<file path="src/rtl/b_instr_if.sv">
// Bus between the fetch stage and the B-type decoder: instruction in, decoded fields out.
interface b_instr_if #(
    parameter int unsigned XLEN = 32
);
    logic            in_valid;
    logic [31:0]     instr_word;
    logic            out_valid;
    logic [6:0]      imm_b_msb;
    logic [4:0]      rs2;
    logic [4:0]      rs1;
    logic [2:0]      funct3;
    logic [4:0]      imm_b_lsb;
    logic [12:0]     imm_b;
    logic [XLEN-1:0] imm_b_sext;
    logic            is_branch;
    logic            illegal;
    logic [5:0]      br_onehot;

    // Fetch side: drives the instruction word, consumes the decode.
    modport master (
        output in_valid, instr_word,
        input  out_valid, imm_b_msb, rs2, rs1, funct3, imm_b_lsb, imm_b, imm_b_sext,
               is_branch, illegal, br_onehot
    );

    // Decoder side.
    modport slave (
        input  in_valid, instr_word,
        output out_valid, imm_b_msb, rs2, rs1, funct3, imm_b_lsb, imm_b, imm_b_sext,
               is_branch, illegal, br_onehot
    );
endinterface

</file>
<file path="src/rtl/b_instr.sv">
// Registered RV32I B-type decoder: raw field split, branch offset assembly,
// sign extension and one-hot branch-kind decode, one cycle of latency.
module b_instr #(
    parameter int unsigned XLEN = 32
) (
    input logic      clk,
    input logic      rst_n,
    b_instr_if.slave bus
);
    localparam logic [6:0] OpBranch = 7'b1100011;

    logic            valid_q;
    logic [6:0]      msb_q;
    logic [4:0]      rs2_q;
    logic [4:0]      rs1_q;
    logic [2:0]      funct3_q;
    logic [4:0]      lsb_q;
    logic [12:0]     imm_q;
    logic [XLEN-1:0] sext_q;
    logic            is_branch_q;
    logic            illegal_q;
    logic [5:0]      onehot_q;

    logic [12:0]     imm_d;
    logic [XLEN-1:0] sext_d;
    logic            is_branch_d;
    logic            illegal_d;
    logic [5:0]      onehot_d;

    // Offset assembly and branch-kind decode from the incoming word.
    always_comb begin
        imm_d       = {bus.instr_word[31], bus.instr_word[7], bus.instr_word[30:25],
                       bus.instr_word[11:8], 1'b0};
        sext_d      = XLEN'($signed(imm_d));
        is_branch_d = 1'b0;
        illegal_d   = 1'b0;
        onehot_d    = '0;
        if (bus.instr_word[6:0] == OpBranch) begin
            unique case (bus.instr_word[14:12])
                3'b000:         onehot_d = 6'b000001;  // beq
                3'b001:         onehot_d = 6'b000010;  // bne
                3'b100:         onehot_d = 6'b000100;  // blt
                3'b101:         onehot_d = 6'b001000;  // bge
                3'b110:         onehot_d = 6'b010000;  // bltu
                3'b111:         onehot_d = 6'b100000;  // bgeu
                3'b010, 3'b011: illegal_d = 1'b1;
            endcase
            is_branch_d = ~illegal_d;
        end
    end

    // Output registers: load on in_valid, otherwise hold; valid tracks in_valid.
    always_ff @(posedge clk or negedge rst_n) begin
        if (!rst_n) begin
            valid_q     <= 1'b0;
            msb_q       <= '0;
            rs2_q       <= '0;
            rs1_q       <= '0;
            funct3_q    <= '0;
            lsb_q       <= '0;
            imm_q       <= '0;
            sext_q      <= '0;
            is_branch_q <= 1'b0;
            illegal_q   <= 1'b0;
            onehot_q    <= '0;
        end else begin
            valid_q <= bus.in_valid;
            if (bus.in_valid) begin
                msb_q       <= bus.instr_word[31:25];
                rs2_q       <= bus.instr_word[24:20];
                rs1_q       <= bus.instr_word[19:15];
                funct3_q    <= bus.instr_word[14:12];
                lsb_q       <= bus.instr_word[11:7];
                imm_q       <= imm_d;
                sext_q      <= sext_d;
                is_branch_q <= is_branch_d;
                illegal_q   <= illegal_d;
                onehot_q    <= onehot_d;
            end
        end
    end

    // Drive the bus straight from the registers.
    always_comb begin
        bus.out_valid  = valid_q;
        bus.imm_b_msb  = msb_q;
        bus.rs2        = rs2_q;
        bus.rs1        = rs1_q;
        bus.funct3     = funct3_q;
        bus.imm_b_lsb  = lsb_q;
        bus.imm_b      = imm_q;
        bus.imm_b_sext = sext_q;
        bus.is_branch  = is_branch_q;
        bus.illegal    = illegal_q;
        bus.br_onehot  = onehot_q;
    end
endmodule

</file>
<file path="src/flat_wrapper.sv">
// flat-port wrapper written by rule: the top's interface ports become plain ports
module b_instr_flat 
#(
    parameter int unsigned XLEN = 32
)
  (clk, rst_n, bus_in_valid, bus_instr_word, bus_out_valid, bus_imm_b_msb, bus_rs2, bus_rs1, bus_funct3, bus_imm_b_lsb, bus_imm_b, bus_imm_b_sext, bus_is_branch, bus_illegal, bus_br_onehot);
  b_instr_if #(.XLEN(XLEN)) bus_i ();
  input logic clk;
  input logic rst_n;
  input wire logic [$bits(bus_i.in_valid)-1:0] bus_in_valid;
  input wire logic [$bits(bus_i.instr_word)-1:0] bus_instr_word;
  output wire logic [$bits(bus_i.out_valid)-1:0] bus_out_valid;
  output wire logic [$bits(bus_i.imm_b_msb)-1:0] bus_imm_b_msb;
  output wire logic [$bits(bus_i.rs2)-1:0] bus_rs2;
  output wire logic [$bits(bus_i.rs1)-1:0] bus_rs1;
  output wire logic [$bits(bus_i.funct3)-1:0] bus_funct3;
  output wire logic [$bits(bus_i.imm_b_lsb)-1:0] bus_imm_b_lsb;
  output wire logic [$bits(bus_i.imm_b)-1:0] bus_imm_b;
  output wire logic [$bits(bus_i.imm_b_sext)-1:0] bus_imm_b_sext;
  output wire logic [$bits(bus_i.is_branch)-1:0] bus_is_branch;
  output wire logic [$bits(bus_i.illegal)-1:0] bus_illegal;
  output wire logic [$bits(bus_i.br_onehot)-1:0] bus_br_onehot;
  assign bus_i.in_valid = bus_in_valid;
  assign bus_i.instr_word = bus_instr_word;
  assign bus_out_valid = bus_i.out_valid;
  assign bus_imm_b_msb = bus_i.imm_b_msb;
  assign bus_rs2 = bus_i.rs2;
  assign bus_rs1 = bus_i.rs1;
  assign bus_funct3 = bus_i.funct3;
  assign bus_imm_b_lsb = bus_i.imm_b_lsb;
  assign bus_imm_b = bus_i.imm_b;
  assign bus_imm_b_sext = bus_i.imm_b_sext;
  assign bus_is_branch = bus_i.is_branch;
  assign bus_illegal = bus_i.illegal;
  assign bus_br_onehot = bus_i.br_onehot;
  b_instr #(.XLEN(XLEN)) u_core (.clk(clk), .rst_n(rst_n), .bus(bus_i));
endmodule
</file>
<file path="config.mk">
export PLATFORM = sky130hd
export DESIGN_NAME = b_instr_flat
export DESIGN_NICKNAME = d
export VERILOG_FILES = /design/src/rtl/b_instr_if.sv /design/src/rtl/b_instr.sv /design/src/flat_wrapper.sv
export SDC_FILE = /design/constraint.sdc
export NUM_CORES = 1
export LEC_CHECK = 0
export CAP_MARGIN = 30
export CORE_AREA = 4 4 78 80
export CTS_BUF_LIST = sky130_fd_sc_hd__clkbuf_4 sky130_fd_sc_hd__clkbuf_8 sky130_fd_sc_hd__clkbuf_16
export CTS_CLUSTER_SIZE = 25
export DETAILED_ROUTE_END_ITERATION = 8
export DIE_AREA = 0 0 82 84
export GPL_ROUTABILITY_DRIVEN = 0
export PLACE_DENSITY = 0.74
export SYNTH_ARGS = -nofsm -noshare
export SYNTH_HDL_FRONTEND = slang
export SYNTH_SLANG_ARGS = --single-unit
</file>
<file path="constraint.sdc">
create_clock -name clk -period 1 [get_ports clk]
set_input_delay 0.2 -clock clk [delete_from_list [all_inputs] [get_ports clk]]
set_output_delay 0.2 -clock clk [all_outputs]
set_load 0.02 [all_outputs]
</file>
==> reports/qor.txt <==
Peak supply drop = 790.4 µV
Clock share of power = 0.300
Final instance area = 2887 µm²
Combinational family with the most area after synthesis = buffers and inverters
Via count = 1272
Number of flops mapped to enable cells by yosys = 0
TritonRoute pass-1 iters = 4
Worst setup path class = reg2out
Final worst-path cycle share = 1.202
Synth area leader = dfrtp_1
CTS clk-pin slew, worst paths = 0.07 ns
Vias in the first global route = 1339
Grt ovf = 0
Final hold viol count = 0
Main synth FF type = dfrtp_1
Residual DRC = 0
Fin nets = 264
Num rows = 27
H-tree levels = 2
Tot GR Track Use = 0.1252
Post-synth top cells = buf_4, dfrtp_1, mux2_2, inv_1, o22ai_1
Complex-gate fraction of the synthesized area = 0.03534
RSZ-0062 raised after global routing = yes
Critical path data required time = 0.80 ns
Switching share of power = 0.2869
Slew Limit Fails = 0
Arr. time, crit path = 1.00 ns
Die height = 84 µm
First-pass GRT wire length = 6.644 mm
Seq pwr share = 0.374
Status = finished with violations
R2R depth = 3
Hold WC Path Type = in2reg
Ys Warns = 0
1st-iter DRT viols = 18
Port buffer count = 111
# diodes = 0
Critical path capture point type = output pin
Layout Skew = 0 ns
Clock root buffer = clkbuf_8
Synth Area per Inst = 12.24 µm²
# Max-Cap Violations = 0
Antenna violations before repair = 0
Multiplexer share of the synthesized area = 0.1692
Layout cells sized above 1 = 0.6332
Unique masters post-synth = 17
Num CTS Buffers = 5
Area grow syn2layout = 73.46%
Hold_sp = bus_instr_word[13]
Die area = 6888 µm²
Largest net degree at the start of global routing = 35
Crit Path Max Fanout = 9
Pint = 3036 µW
Final wirelength = 4.275 mm
Core box area = 5405 µm²
Worst hold slack = 0.3141 ns
Async SR Flop Fraction = 1.000
Via density = 4.226
Post-synthesis xor/xnor area fraction = 0
Simple-Gate Fraction of Synth Area = 0.04436
Hold depth = 3
FF+latch count, synth = 34
Antenna Nets Post-Route = 0
Top post-synthesis cells by area = dfrtp_1, buf_4, mux2_2
Failing checks = setup timing
Clk Latency, worst-skew pair = 0.28 ns
I/O Pins = 114
Cell area after synthesis = 1664 µm²
Final Setup Violations = 72
Crit path time final = 1.202 ns
Starting Density = 0.3079
Reported leakage power = 0.001341 µW
CTS Buffer Depth = 2
PwrDens = 1475 nW/µm²
Sequential share of the synthesized area = 0.5113
Post-synthesis adder-cell area fraction = 0
Crit. Startpoint = u_core.bus.imm_b_msb[6]$_DFFE_PN0P_
Sink Count = 34
Combinational share of power = 0.327
Worst setup margin = -0.2016 ns
Mapped Cells = 136
Reg-to-Reg Start = u_core.bus.imm_b_msb[3]$_DFFE_PN0P_
Cell Area, Placed = 2557 µm²
DIE WIDTH = 82 µm
Crit start category = register
Wire per inst = 14.20 µm
P_sw = 1222 µW
Detail Placement HPWL = 3.067 mm
CTS tree = built
Fmax = 0.8322 GHz
Synth top area share = 0.5113
Leading cell type by number of instances after synthesis = buf_4
==> flip-flops by register name, summed over array words and instances (netlist names) <==
| register | flops |
|---|---|
| u_core.bus.illegal | 1 |
| u_core.bus.imm_b | 1 |
| u_core.bus.out_valid | 1 |
| u_core.bus.br_onehot | 6 |
| u_core.bus.rs1 | 5 |
| u_core.bus.funct3 | 3 |
| u_core.bus.imm_b_lsb | 4 |
| u_core.bus.rs2 | 5 |
| u_core.bus.imm_b_msb | 7 |
| u_core.bus.is_branch | 1 |
==> power by group through the flow <==
stage                     clock (µW)  combinational, µW  sequential (µW)
after floorplan                    0                641             1720
after global placement             0               1270             1590
after detailed placement           0               1290             1600
after CTS                       1320               1320             1570
after global routing            1370               1470             1610
final                           1280               1390             1590
==> cells in the final DEF (no fill, tap or decap), drive strengths merged, types with 3 or more instances in the layout <==
cell | Yosys | routed
buf | 49 | 100
clkbuf | 0 | 6
clkdlybuf4s50 | 0 | 24
dfrtp | 34 | 34
dlygate4sd2 | 0 | 6
inv | 8 | 8
mux2 | 25 | 25
nand2 | 3 | 3
o22ai | 6 | 6
==> critical path, stage by stage, from the launching register on <==
cell,delay [ns]
dfrtp_2,0.43
buf_6,0.14
buf_4,0.15
==> kinds of logic (layout without fill, tap and decap cells) <==
group,Yosys count,in the layout
mux,25,25
simple gates,11,11
buf+inv,57,149
compound gates,8,8
other cells,1,2
flops,34,34
==> stage by stage <==
step / TNS (ns) / util / cells / total power (µW) / setup slack, ns
floorplan: 0 / - / 137 / 2362 / 0.02223
global placement: -30.84 / 0.4731 / 277 / 2865 / -0.4417
detailed placement: -32.97 / 0.4731 / 277 / 2885 / -0.4741
CTS: -7.592 / 0.5060 / 297 / 4216 / -0.2096
global route: -9.406 / 0.5340 / 301 / 4446 / -0.2357
finish: -6.693 / 0.5340 / 301 / 4258 / -0.2016
==> what timing repair did <==
action,CTS,global route
gates cloned,1,0
endpoints found under the hold margin,34,0
hold buffers,1,0
setup endpoints to repair,110,88
gates resized for setup,432,42
setup buffers,11,4
pin swaps,7,1
==> area by class of cell <==
cell class                      count  area, µm²
Clock inverter                      1      30.03
Inverter                            8      30.03
Multi-Input combinational cell     46      440.4
Sequential cell                    34      858.3
Fill cell                         480       2519
Tap cell                           72      90.09
Clock buffer                        6      82.58
Timing Repair Buffer              134       1355
==> final timing paths <==
kind | end | slack, ns
max | bus_imm_b_sext[28] | -0.20
min | u_core.bus.br_onehot[5]$_DFFE_PN0P_ | 0.31
max reg2reg | u_core.bus.imm_b_msb[3]$_DFFE_PN0P_ | -0.01
min reg2reg | u_core.bus.rs1[1]$_DFFE_PN0P_ | 0.53
max in group asynchronous | u_core.bus.imm_b_lsb[0]$_DFFE_PN0P_ | 0.39
min in group asynchronous | u_core.bus.br_onehot[2]$_DFFE_PN0P_ | 0.40
==> per-layer routing <==
metal	track usage	wire length, µm	vias to the layer above
li1	-	-	587
met1	0.1269	1465	615
met2	0.2212	2336	63
met3	0.04536	394	7
met4	0.05891	78	0
met5	0	0	-
Note: power is estimated with default switching activity, not from simulation.
